File: src/rtl/psr_staged_pkg.sv
// Shared defaults, update-selection enums and field helper for the two-slot
// pipeline stage register.
package psr_staged_pkg;

  localparam int unsigned SIZE_DEF   = 34;
  localparam int unsigned RI_LSB_DEF = 8;
  localparam int unsigned RI_W_DEF   = 8;
  localparam int unsigned CNT_W_DEF  = 2;

  typedef enum logic [1:0] {
    L_HOLD,
    L_RI,
    L_FULL
  } left_op_e;

  typedef enum logic [1:0] {
    R_HOLD,
    R_SHIFT,
    R_DRAIN
  } right_op_e;

  // Bit mask covering [lsb +: w]; callers truncate to their register width.
  function automatic logic [63:0] field_mask(input int unsigned lsb, input int unsigned w);
    logic [63:0] m;
    m = '0;
    for (int unsigned i = 0; i < 64; i++) begin
      if (i >= lsb && i < lsb + w) m[i] = 1'b1;
    end
    return m;
  endfunction

endpackage

File: src/rtl/psr_bubble_ctr.sv
// Bubble lockout counter: flush clears, load restarts, decrement stops at zero.
module psr_bubble_ctr #(
  parameter int unsigned CNT_W = 2
) (
  input  logic             clk,
  input  logic             clr,
  input  logic             flush_i,
  input  logic             load_i,
  input  logic [CNT_W-1:0] load_val_i,
  input  logic             dec_i,
  output logic             nonzero_o
);

  logic [CNT_W-1:0] cnt_q;
  logic [CNT_W-1:0] cnt_d;

  always_comb begin
    cnt_d = cnt_q;
    if (flush_i)                    cnt_d = '0;
    else if (load_i)                cnt_d = load_val_i;
    else if (dec_i && cnt_q != '0)  cnt_d = cnt_q - 1'b1;
  end

  always_ff @(posedge clk or posedge clr) begin
    if (clr) cnt_q <= '0;
    else     cnt_q <= cnt_d;
  end

  assign nonzero_o = (cnt_q != '0);

endmodule

File: src/rtl/psr_staged.sv
// Two-slot pipeline stage register (staging -> output) with valid tags,
// bubble lockout, partial Ri-field load and valid-only flush.
module psr_staged
  import psr_staged_pkg::*;
#(
  parameter int unsigned SIZE   = SIZE_DEF,
  parameter int unsigned RI_LSB = RI_LSB_DEF,
  parameter int unsigned RI_W   = RI_W_DEF,
  parameter int unsigned CNT_W  = CNT_W_DEF
) (
  input  logic             clk,
  input  logic             clr,
  input  logic [SIZE-1:0]  in,
  input  logic             c_left,
  input  logic             c_right,
  input  logic             ld_ri,
  input  logic             bubble,
  input  logic [CNT_W-1:0] bubble_len,
  input  logic             bubble_clr,
  input  logic             flush,
  output logic [SIZE-1:0]  out,
  output logic             out_valid,
  output logic             stg_valid,
  output logic             locked
);

  localparam logic [63:0]     RI_MASK64 = field_mask(RI_LSB, RI_W);
  localparam logic [SIZE-1:0] RI_MASK   = RI_MASK64[SIZE-1:0];

  logic [SIZE-1:0] stg_q;
  logic [SIZE-1:0] out_q;
  logic            stg_vld_q;
  logic            out_vld_q;
  left_op_e        l_op;
  right_op_e       r_op;

  psr_bubble_ctr #(.CNT_W(CNT_W)) u_ctr (
    .clk        (clk),
    .clr        (clr),
    .flush_i    (flush),
    .load_i     (bubble & ~flush),
    .load_val_i (bubble_len),
    .dec_i      (bubble_clr),
    .nonzero_o  (locked)
  );

  // Left loads are gated on the pre-edge counter, so loads resume one edge
  // after the counter reaches zero.
  always_comb begin
    l_op = L_HOLD;
    if (!locked) begin
      if (ld_ri)       l_op = L_RI;
      else if (c_left) l_op = L_FULL;
    end
    r_op = R_HOLD;
    if (bubble_clr && locked) r_op = R_DRAIN;
    else if (c_right)         r_op = R_SHIFT;
  end

  always_ff @(posedge clk or posedge clr) begin
    if (clr) begin
      stg_q     <= '0;
      out_q     <= '0;
      stg_vld_q <= 1'b0;
      out_vld_q <= 1'b0;
    end else if (flush) begin
      stg_vld_q <= 1'b0;
      out_vld_q <= 1'b0;
    end else if (bubble) begin
      stg_q     <= '0;
      out_q     <= '0;
      stg_vld_q <= 1'b0;
      out_vld_q <= 1'b0;
    end else begin
      case (l_op)
        L_RI: begin
          stg_q     <= (stg_q & ~RI_MASK) | (in & RI_MASK);
          stg_vld_q <= 1'b1;
        end
        L_FULL: begin
          stg_q     <= in;
          stg_vld_q <= 1'b1;
        end
        default: ;
      endcase
      if (r_op == R_SHIFT) begin
        out_q     <= stg_q;
        out_vld_q <= stg_vld_q;
      end
    end
  end

  assign out       = out_q;
  assign out_valid = out_vld_q;
  assign stg_valid = stg_vld_q;

endmodule
File: config.mk
export PLATFORM = sky130hd
export DESIGN_NAME = psr_staged
export DESIGN_NICKNAME = d
export VERILOG_FILES = /design/src/rtl/psr_staged_pkg.sv /design/src/rtl/psr_bubble_ctr.sv /design/src/rtl/psr_staged.sv
export SDC_FILE = /design/constraint.sdc
export NUM_CORES = 1
export LEC_CHECK = 0
export CAP_MARGIN = 20
export CORE_MARGIN = 4
export CORE_UTILIZATION = 43
export CTS_BUF_LIST = sky130_fd_sc_hd__clkbuf_4
export DETAILED_ROUTE_END_ITERATION = 16
export DONT_BUFFER_PORTS = 1
export PLACE_DENSITY = 0.66
export SLEW_MARGIN = 20
export SYNTH_ARGS = -nofsm -noshare
export SYNTH_HDL_FRONTEND = slang
export SYNTH_SLANG_ARGS = --single-unit
File: constraint.sdc
create_clock -name clk -period 2.6 [get_ports clk]
set_input_delay 0.52 -clock clk [delete_from_list [all_inputs] [get_ports clk]]
set_output_delay 0.52 -clock clk [all_outputs]
set_load 0.005 [all_outputs]
**Word-level counts from Yosys, hierarchy flattened**

Cells that the tools add are included.

- $add $sub $neg: 1
- Equal/unequal tests: 3
- Mux-type cells: 18
- Bitwise operators: 3
- Reduce and logical (&&, ||, !) cells: 10

Operator list:

| operator | number |
|---|---|
| two-way mux 34 bit | 3 |
| one-hot mux 34 bit (2 select lines) | 1 |
| bitwise OR 34 x 16 -> 34 bit | 1 |
| two-way mux 2 bit | 7 |
| nonzero test 3 bit | 4 |
| two-way mux 1 bit | 7 |
| == test 2 x 1 -> 1 bit, second input constant | 2 |
| AND reduction 2 bit | 2 |
| nonzero test 2 bit | 2 |
| == test 2 bit, second input constant | 1 |
| OR reduction 2 bit | 1 |
| subtractor 2 x 1 -> 2 bit, second input constant | 1 |
| AND 1 bit | 1 |
| logical AND 1 bit | 1 |
| NOT 1 bit | 1 |

- Register bits: 72
- Output and inout bits: 37

**Longest topological paths before layout**

Gate-level depths: netlist (run 1).

- Depth in word-level cells: 8
- Gate-level depth with buffers: 10
- Gate-level depth less buffers: 9

**By module**

A second synthesis (run 1) with hierarchy kept.

- Cells, all modules: 183
- Area, all modules: 2726.4 µm²

Modules (own cells, without submodules):

| module | times used | cells each | area an instance (µm²) |
|---|---|---|---|
| psr_staged | 1 | 167 | 2582.5 |
| psr_bubble_ctr | 1 | 16 | 143.9 |

**Worst setup path after synthesis (run 1)**

No wires, ideal clock.

- Kind: register -> register
- Start: register u_ctr.cnt_q[0]
- End: register stg_q[10]
- Library setup time: 0.076 ns
- Arrival: 1.797 ns
- Data required time: 2.524 ns
- Slack: 0.726 ns
- Cell stages (with the launch flop): 11
- Path buffers: 1
- Clock period less this slack: 1.874 ns
- Cell sequence: dfrtp_1 > inv_1 > ha_1 > nand2_1 > or2_2 > inv_1 > ha_1 > o21ba_1 > clkbuf_1 > a22oi_1 > o21ai_1

- Cells in the longest elaborated chain, start to end: 5
- Elaborated cells on any way between the ends: 8

RTL lines:

| element | line | text |
|---|---|---|
| start, declared | psr_bubble_ctr.sv:14 | `logic [CNT_W-1:0] cnt_q;` |
| start signal, assigned | psr_bubble_ctr.sv:26 | `else cnt_q <= cnt_d;` |
| nonzero test 2 bit * | psr_bubble_ctr.sv:29 | `assign nonzero_o = (cnt_q != '0);` |
| two-way mux 2 bit * | psr_staged.sv:51 | `if (!locked) begin` |
| == test 2 bit / == test 2 x 1 -> 1 bit (equally long branches) | psr_staged.sv:75 | `case (l_op)` |
| one-hot mux 34 bit (2 select lines) / nonzero test 3 bit (equally long branches) | n/a |  |
| two-way mux 34 bit / AND reduction 2 bit (equally long branches) | n/a |  |
| end signal, assigned | psr_staged.sv:77 | `stg_q <= (stg_q & ~RI_MASK) \| (in & RI_MASK);` |
| end signal, assigned | psr_staged.sv:81 | `stg_q <= in;` |
| end, declared | psr_staged.sv:30 | `logic [SIZE-1:0] stg_q;` |

Every way passes the cells marked *; elsewhere a longest branch is shown, timed or not.
A chain may end at the register's enable or synchronous reset.

**Worst setup path in the final report (run 1)**

- Start: register u_ctr.cnt_q[0]
- End: register stg_q[15]

The elaborated chain is that of the path after synthesis.

==> flow_metrics.env, run 1 <==
export IMPL_status="completed"
export IMPL_clkSinkCount=72
export IMPL_h_tree_depth=3
export IMPL_syn_nets=400
export IMPL_worst_pin_slew_ns=0.699
export IMPL_ir_drop_uv=292
export IMPL_ys_warnings_count=0
export IMPL_synth_seq_cells=72
export IMPL_insertedDiodeCount=0
export IMPL_crit_slowest_cell="nor2_1"
export IMPL_path_cells="inv_1 > ha_1 > nand2_1 > or2_2 > ha_1 > nor2_1 > a22oi_1 > o21ai_1"
export IMPL_crit_arrival_ns=2.41
export IMPL_dieWidth_um=98.5
export IMPL_die_h_um=98.5
export IMPL_grt_max_degree=69
export IMPL_rows=32
export IMPL_timing_fmax_mhz=481
export IMPL_path_max_fanout=8
export IMPL_final_area_sq_um=3610
export IMPL_dr_pass1_iters=4
export IMPL_max_cap_violations=0
export IMPL_final_cells=441
export IMPL_ys_types=33
export IMPL_synth_area_per_cell_sq_um=9.97
export IMPL_cts_setup_buffers=0
export IMPL_startpoint_type="flop"
export IMPL_grt_pass1_wl_mm=13.8
export IMPL_overflow=0
export IMPL_synth_top_area_share_pct=51.2
export IMPL_finalSetupViolCount=0
export IMPL_critical_path_startpoint="u_ctr.cnt_q[0]"
export IMPL_clk_latency_ns=0.40
export IMPL_ys_flop_type="dfrtp_1"
export IMPL_netlist_instances=353
export IMPL_skew_ns=0.0146
export IMPL_crit_path_end_kind="flop"
export IMPL_cts_tree="built"
export IMPL_numPortBuffers=0
export IMPL_slowest_delay_ns=0.43
export IMPL_track_usage_pct=17.7
export IMPL_synth_enable_flop_cells=0
export IMPL_rsz0062_at_grt="no"
export IMPL_routed_via_count=2571
export IMPL_layout_drive_gt1_share_pct=7.37
export IMPL_routed_wl_mm=8.39
export IMPL_powerDensity_nw_per_um2=601
export IMPL_drc=0
export IMPL_initial_utilization_pct=44.8
export IMPL_timing_final_max_slew_violations=0
export IMPL_critPathKind="reg2reg"
export IMPL_synth_top_area_cell="dfrtp_1"
export IMPL_die_area_sq_um=9690
export IMPL_root_buffer="clkbuf_4"
export IMPL_post_route_period_util_pct=80.0
export IMPL_setup_tns_ns=0
export IMPL_path_clk_slew_ns=0.12
export IMPL_netlist_area_sq_um=3520
export IMPL_ios=81
export IMPL_hold_viol=0
export IMPL_worstHoldPathType="in2async"
export IMPL_synth_seq_area_share_pct=51.2
export IMPL_area_growth_pct=2.63
export IMPL_drtIter0Drc=136
export IMPL_crit_top_cell="ha_1"
export IMPL_ant_nets=0
export IMPL_core_area_sq_um=7850
export IMPL_wl_per_cell_um=19.0
export IMPL_regToRegStartpoint="u_ctr.cnt_q[0]"
export IMPL_leakagePower_nw=1.62
export IMPL_period_needed_ns=2.08
export IMPL_clockBufferDepth=2
export IMPL_async_flop_share_pct=100
export IMPL_vias_per_cell=5.83
export IMPL_grt_pass1_vias=2548
export IMPL_power_total_w=0.00217
export IMPL_gp_congestion=0.745
export IMPL_synth_top_cells_by_area="dfrtp_1 51%, a211o_1 7.7%, a22o_1 6.5%"
export IMPL_crit_required_ns=2.93
export IMPL_placed_area_sq_um=3480
export IMPL_place_inst=425
export IMPL_max_slew_margin_pct=53.4
export IMPL_hold_buffers=0
export IMPL_dpl_hpwl_mm=5.07
export IMPL_ctsResizeCount=0
export IMPL_nets=381
export IMPL_antenna_found_initial=0
export IMPL_cts_made_buffers=9
==> cell type report <==
cell class,instances,area [sq um]
clock inverters,5,47.5
inverters,39,148
well taps,102,128
multi-input cells,208,1360
fillers,752,4240
clock buffers,11,82.6
flip-flops and latches,72,1800
repair buffers,4,42.5
==> per-layer routing <==
layer,wire (um),track usage (%),up-vias
li1,-,-,1225
met1,3860,24.1,1273
met2,3960,26.2,71
met3,540,6.16,2
met4,31,6.09,0
met5,0,0,-
==> report_power, final <==
| group | total, W | leakage [nW] | internal, W | switching [W] |
|---|---|---|---|---|
| registers | 0.00126 | 0.989 | 0.00120 | 0.0000647 |
| logic | 0.000222 | 0.554 | 0.0000875 | 0.000134 |
| clock network | 0.000687 | 0.0757 | 0.000307 | 0.000381 |
| total | 0.00217 | 1.62 | 0.00159 | 0.000580 |
==> final timing paths <==
kind                             endpoint  slack, ns  cells after the start
hold reg to reg                   out[17]       0.51                      1
min in group clk           u_ctr.cnt_q[1]       0.17                      1
setup reg to reg                stg_q[15]       0.52                      8
hold / removal                    out[32]       0.07                      1
setup / recovery                stg_q[15]       0.52                      8
max in group asynchronous       stg_q[30]       1.91                      2
==> worst max-delay path, delay by kind of cell, from the launching register on <==
kind	cells	cell delay (ns)
and+or+nand+nor	3	0.80
buffers and inverters	1	0.06
AOI/OAI and AO/OA	2	0.31
DFF	1	0.41
adders and majority gates	2	0.43
==> synth_stat cells (all sizes together), types with 3 or more instances <==
cell type / instances
nand4: 31
a21oi: 6
o21ai: 8
a22o: 26
ha: 3
dfrtp: 72
nand2b: 4
inv: 39
a211o: 31
nand3: 32
nand2: 41
buf: 23
a221o: 3
a22oi: 8
clkbuf: 11
==> stage by stage <==
step | util (%) | setup WS (ns) | hold slack (ns)
3_3_place_gp | 44.4 | 0.612 | 0.489
3_5_place_dp | 44.4 | 0.563 | 0.491
6_report | 46.0 | 0.520 | 0.0717
5_1_grt | 46.0 | 0.269 | 0.0994
4_1_cts | 46.0 | 0.516 | 0.0548
2_1_floorplan | - | 0.255 | 0.473
==> flip-flops by register name, indices dropped and copies added (netlist names) <==
name,flops
u_ctr.cnt_q,2
out_valid,1
stg_q,34
stg_valid,1
out,34
==> logic make-up (layout without fill, tap and decap cells) <==
family                     count (synthesis)  in the layout  share of synthesized area [%]
xor gates and xnor gates                   1              1                          0.249
buffers and inverters                     73             59                           10.1
DFF                                       72             72                           51.2
adders and majority gates                  3              3                           1.07
AOI/OAI and AO/OA                         87             87                           20.3
and+or+nand+nor                          117            117                           17.1
==> placed cells by master (no fill, tap or decap) <==
master     instances
nand4_1           31
nand2_1           41
nand2b_4           1
a221o_1            3
or2_2              1
dfrtp_1           72
nor2_2             1
a211o_1           31
clkbuf_4          11
nor2_1             1
o21a_1             1
nand2b_1           3
or2_1              1
nor2b_1            1
o21ba_1            1
buf_4              3
clkinv_1           2
ha_1               3
a21oi_1            6
o21ai_1            8
a211oi_1           1
o21bai_4           1
a22o_1            26
buf_12             1
nand3_1           32
clkinv_2           3
a21bo_1            1
and2_4             1
a22oi_1            8
xnor2_1            1
nor3_1             1
inv_1             38
bufinv_16          1
nor3b_1            1
and3_4             1
Note: power is estimated with default switching activity, not from simulation.
==> run 2: changes to the inputs <==
==> constraint.sdc (replaced) <==
create_clock -name clk -period 2.1 [get_ports clk]
set_input_delay 0.42 -clock clk [delete_from_list [all_inputs] [get_ports clk]]
set_output_delay 0.42 -clock clk [all_outputs]
set_load 0.005 [all_outputs]
==> run 2 against run 1 <==
Design area is 3.7% higher; count of clock-buffer cells in the layout decreased by 1; critical endpoint is now stg_q[11]; highest routed layer unchanged; sequential power increased by 24%; setup slack lost 0.40 ns; maximum frequency grew 4.8%.
==> flow_metrics.env, run 2 (synthesis results as in run 1) <==
export IMPL_wl_per_cell_um=19.6
export IMPL_dpl_hpwl_mm=5.13
export IMPL_placed_area_sq_um=3500
export IMPL_rr_endpoint="stg_q[11]"
export IMPL_initial_utilization_pct=44.8
export IMPL_status="completed"
export IMPL_skew_ns=0.0281
export IMPL_critPathKind="reg2reg"
export IMPL_overflow=0
export IMPL_numPortBuffers=0
export IMPL_path_max_fanout=8
export IMPL_reg2reg_setup_slack_ns=0.12
export IMPL_ant_nets=0
export IMPL_regToRegStartpoint="u_ctr.cnt_q[1]"
export IMPL_max_cap_violations=0
export IMPL_path_clk_slew_ns=0.12
export IMPL_slowest_delay_ns=0.41
export IMPL_crit_required_ns=2.42
export IMPL_period_needed_ns=1.98
export IMPL_rsz0062_at_grt="no"
export IMPL_layout_drive_gt1_share_pct=9.33
export IMPL_rows=32
export IMPL_vias_per_cell=5.90
export IMPL_core_area_sq_um=7850
export IMPL_r2r_cells=8
export IMPL_dr_pass1_iters=4
export IMPL_die_area_sq_um=9690
export IMPL_ios=81
export IMPL_die_h_um=98.5
export IMPL_grt_pass1_vias=2526
export IMPL_grt_max_degree=73
export IMPL_holdPathEnd="u_ctr.cnt_q[1]"
export IMPL_final_area_sq_um=3740
export IMPL_leakagePower_nw=1.66
export IMPL_crit_top_cell="ha_1"
export IMPL_clockBufferDepth=2
export IMPL_worstHoldPathType="in2reg"
export IMPL_dieWidth_um=98.5
export IMPL_timing_fmax_mhz=504
export IMPL_h_tree_depth=3
export IMPL_crit_slowest_cell="dfrtp_1"
export IMPL_nets=385
export IMPL_path_delay_family="simple AND/OR/NAND/NOR gates"
export IMPL_path_cells="inv_1 > ha_1 > nand2_1 > or2_2 > ha_1 > nor2_2 > a22oi_1 > o21ai_1"
export IMPL_ir_drop_uv=421
export IMPL_utilization_pct=47.7
export IMPL_post_route_period_util_pct=94.5
export IMPL_routed_wl_mm=8.73
export IMPL_powerDensity_nw_per_um2=796
export IMPL_holdCritStartpoint="flush"
export IMPL_insertedDiodeCount=0
export IMPL_worst_pin_slew_ns=0.550
export IMPL_routed_via_count=2627
export IMPL_clk_latency_ns=0.41
export IMPL_root_buffer="clkbuf_4"
export IMPL_gp_congestion=0.734
export IMPL_crit_path_end_kind="flop"
export IMPL_area_growth_pct=6.44
export IMPL_hold_viol=0
export IMPL_finalSetupViolCount=0
export IMPL_drtIter0Drc=111
export IMPL_timing_final_max_slew_violations=0
export IMPL_hold_depth=1
export IMPL_startpoint_type="flop"
export IMPL_cts_made_buffers=9
export IMPL_clkSinkCount=72
export IMPL_antenna_found_initial=0
export IMPL_grt_pass1_wl_mm=13.7
export IMPL_cp_num_buf_inv=1
export IMPL_track_usage_pct=17.4
export IMPL_drc=0
export IMPL_mostFrequentLayoutCells="72 x dfrtp_1, 41 x nand2_1, 38 x inv_1"
export IMPL_final_common_cell="dfrtp_1"
export IMPL_cts_tree="built"
export IMPL_hold_ws_ns=0.0758
export IMPL_max_slew_margin_pct=63.3
export IMPL_crit_arrival_ns=2.30
-- run 2: routing by layer --
metal | global-route usage (%) | routed length (um) | up-vias
met5 | 0 | 0 | -
met4 | 6.20 | 114 | 0
met3 | 5.31 | 639 | 13
met2 | 26.2 | 4110 | 77
met1 | 23.8 | 3860 | 1305
li1 | - | - | 1232
-- run 2: report_power, final --
part | leakage, nW | internal, W | total (W) | switching [W]
Combinational | 0.569 | 0.000124 | 0.000302 | 0.000178
Clock | 0.0980 | 0.000613 | 0.00112 | 0.000504
Sequential | 0.989 | 0.00148 | 0.00156 | 0.0000799
Total | 1.66 | 0.00222 | 0.00298 | 0.000762
-- run 2: worst register-to-register path, delay by kind of cell (launching register included) --
kind / cells / cell delay, ns
AND/OR/NAND/NOR: 3 / 0.68
AO/OA/AOI/OAI: 2 / 0.28
flip-flops: 1 / 0.41
adder cells (fa/ha/maj): 2 / 0.46
buffers and inverters: 1 / 0.06
-- run 2: stage by stage --
stage	worst slack (ns)	power (W)	std cells	setup TNS (ns)
global placement	0.115	0.00186	426	0
detailed placement	-0.0238	0.00188	426	-0.0361
CTS	0.0118	0.00300	443	0
floorplan	0.226	0.00185	353	0
global route	0.00893	0.00313	445	0
finish	0.116	0.00298	445	0
-- run 2: how the worst max path moves through the flow --
stage / start / to / slack [ns] / depth (start not counted)
after floorplan: u_ctr.cnt_q[0] / stg_q[10] / 0.23 / 10
after global placement: u_ctr.cnt_q[0] / stg_q[12] / 0.12 / 8
after detailed placement: u_ctr.cnt_q[0] / stg_q[15] / -0.02 / 8
after CTS: u_ctr.cnt_q[0] / stg_q[24] / 0.01 / 8
after global routing: u_ctr.cnt_q[0] / stg_q[11] / 0.009 / 8
final: u_ctr.cnt_q[1] / stg_q[11] / 0.12 / 8
-- run 2: area by class of cell --
type | instances | area [sq um]
inverter | 39 | 150
clock buffer | 10 | 75.1
fill | 753 | 4100
sequential | 72 | 1800
tap | 102 | 128
clock inverter | 6 | 108
multi-input combinational | 210 | 1410
timing repair buffer | 6 | 72.6
-- run 2: repair_timing --
item / 4_1_cts / 5_1_grt
pin swaps: 1 / 1
setup buffers: 0 / 0
hold buffers: 1 / 0
gates cloned: 0 / 2
setup endpoints to repair: 9 / 33
gates resized for setup: 2 / 5
hold endpoints to repair: 72 / 0
==> run 3: changes to the inputs <==
--- a/config.mk
+++ b/config.mk
@@ -6,6 +6,7 @@
 export NUM_CORES = 1
 export LEC_CHECK = 0
 export CAP_MARGIN = 20
+export CORE_ASPECT_RATIO = 0.6
 export CORE_MARGIN = 4
 export CORE_UTILIZATION = 43
 export CTS_BUF_LIST = sky130_fd_sc_hd__clkbuf_4
==> constraint.sdc (replaced) <==
create_clock -name clk -period 1.85 [get_ports clk]
set_input_delay 0.37 -clock clk [delete_from_list [all_inputs] [get_ports clk]]
set_output_delay 0.37 -clock clk [all_outputs]
set_load 0.005 [all_outputs]
==> run 3 against run 2 <==
Sequential power rose by 14%; total power rose by 6.2%; maximum frequency rose by 11%; setup slack got worse by 0.053 ns; critical path type unchanged; sequential share of layout area fell by 1.6 points; critical endpoint is now stg_q[9]; highest routed layer unchanged; via count rose by 5.5%; global-route usage rose by 2.2 points.
==> flow_metrics.env, run 3 (synthesis results as in run 1) <==
export IMPL_status="completed"
export IMPL_max_cap_violations=0
export IMPL_overflow=0
export IMPL_wl_per_cell_um=21.2
export IMPL_gp_congestion=0.769
export IMPL_die_area_sq_um=9740
export IMPL_hold_viol=0
export IMPL_path_clk_slew_ns=0.11
export IMPL_mostFrequentLayoutCells="72 x dfrtp_1, 41 x nand2_1, 37 x inv_1"
export IMPL_grt_pass1_vias=2688
export IMPL_skew_ns=0.0143
export IMPL_final_cells=465
export IMPL_startpoint_type="flop"
export IMPL_layout_drive_gt1_share_pct=12.9
export IMPL_clkSinkCount=72
export IMPL_ant_nets=0
export IMPL_core_area_sq_um=7910
export IMPL_power_total_w=0.00316
export IMPL_drtIter0Drc=267
export IMPL_grt_pass1_wl_mm=15.0
export IMPL_crit_arrival_ns=2.10
export IMPL_leakagePower_nw=1.70
export IMPL_grt_max_degree=69
export IMPL_numPortBuffers=0
export IMPL_h_tree_depth=3
export IMPL_crit_path_end_kind="flop"
export IMPL_clockBufferDepth=2
export IMPL_vias_per_cell=5.96
export IMPL_dieWidth_um=125
export IMPL_max_slew_margin_pct=69.1
export IMPL_period_needed_ns=1.79
export IMPL_finalSetupViolCount=0
export IMPL_insertedDiodeCount=0
export IMPL_dpl_hpwl_mm=5.54
export IMPL_initial_utilization_pct=44.5
export IMPL_critPathKind="reg2reg"
export IMPL_antenna_found_initial=0
export IMPL_place_inst=435
export IMPL_routed_wl_mm=9.85
export IMPL_fillers=724
export IMPL_routed_via_count=2772
export IMPL_ios=81
export IMPL_path_max_fanout=8
export IMPL_powerDensity_nw_per_um2=817
export IMPL_cts_tree="built"
export IMPL_worstHoldPathType="in2reg"
export IMPL_utilization_pct=48.9
export IMPL_final_common_cell="dfrtp_1"
export IMPL_clk_latency_ns=0.43
export IMPL_area_growth_pct=10.1
export IMPL_timing_final_max_slew_violations=0
export IMPL_post_route_period_util_pct=96.6
export IMPL_dr_pass1_iters=5
export IMPL_die_h_um=78.1
export IMPL_root_buffer="clkbuf_4"
export IMPL_track_usage_pct=19.6
export IMPL_timing_fmax_mhz=560
export IMPL_drc=0
export IMPL_cts_made_buffers=9
export IMPL_nets=399
export IMPL_ir_drop_uv=431
export IMPL_worst_pin_slew_ns=0.462
export IMPL_rows=25
export IMPL_crit_required_ns=2.16
export IMPL_hold_ws_ns=0.0233
run 3: cell types whose count changed in the layout (fill, tap and decap cells not counted), sizes merged:
cell / previous run / this run
buf: 5 / 12
and2: 2 / 4
clkbuf: 10 / 11
clkinv: 3 / 4
bufinv: 3 / 1
dlygate4sd3: 1 / 4
o21bai: 2 / 4
run 3: worst paths after layout:
path | slack (ns) | from | end | cells after the start
setup / recovery | 0.06 | u_ctr.cnt_q[1] | stg_q[9] | 9
hold / removal | 0.02 | bubble | stg_q[13] | 1
setup reg to reg | 0.06 | u_ctr.cnt_q[1] | stg_q[9] | 9
hold reg to reg | 0.52 | stg_q[31] | stg_q[31] | 1
max in group asynchronous | 0.99 | clr | stg_q[19] | 3
min in group asynchronous | 0.37 | clr | out[3] | 2
run 3: cell type report:
cell class	count	area (sq um)	share of cell area, %
clock inverter	5	47.5	1.23
inverter	39	150	3.88
timing repair buffer	16	175	4.52
tap	108	135	3.49
sequential	72	1800	46.5
multi-input combinational	214	1480	38.2
clock buffer	11	82.6	2.13
run 3: repair_timing:
item | in CTS | in global routing
hold endpoints to repair | 14 | 2
endpoints found under the setup margin | 34 | 34
hold buffers | 3 | 1
setup buffers | 0 | 4
pin swaps | 1 | 5
gates resized for setup | 7 | 9
cloned | 2 | 4
run 3: stage by stage:
step / setup slack, ns / cell area, sq um / TNS (ns)
5_1_grt: -0.0185 / 3870 / -0.0185
4_1_cts: 0.0103 / 3750 / 0
6_report: 0.0631 / 3870 / 0
3_5_place_dp: -0.121 / 3540 / -3.15
3_3_place_gp: -0.0580 / 3540 / -1.57
2_1_floorplan: 0.0233 / 3530 / 0
run 3: worst max-delay path, stage by stage, from the launching register on:
cell and delay (ns):
dfrtp_1 0.39, inv_1 0.07, ha_2 0.17, buf_4 0.12
nand2_1 0.11, ha_4 0.20, buf_12 0.13, o21ba_4 0.23
a22oi_1 0.14, o21ai_1 0.10
run 3: layer usage:
metal	GRT usage [%]	up-vias	wire length (um)	part of all wire, %
li1	-	1275	-	-
met1	27.6	1370	4630	47
met2	27.7	121	4160	42
met5	0	-	0	0
met3	9.52	6	989	10
met4	3.28	0	76	0.77
run 3: power by group:
part           internal, W  switching [W]
combinational     0.000172       0.000224
sequential         0.00168      0.0000975
clock             0.000430       0.000559
total              0.00228       0.000881
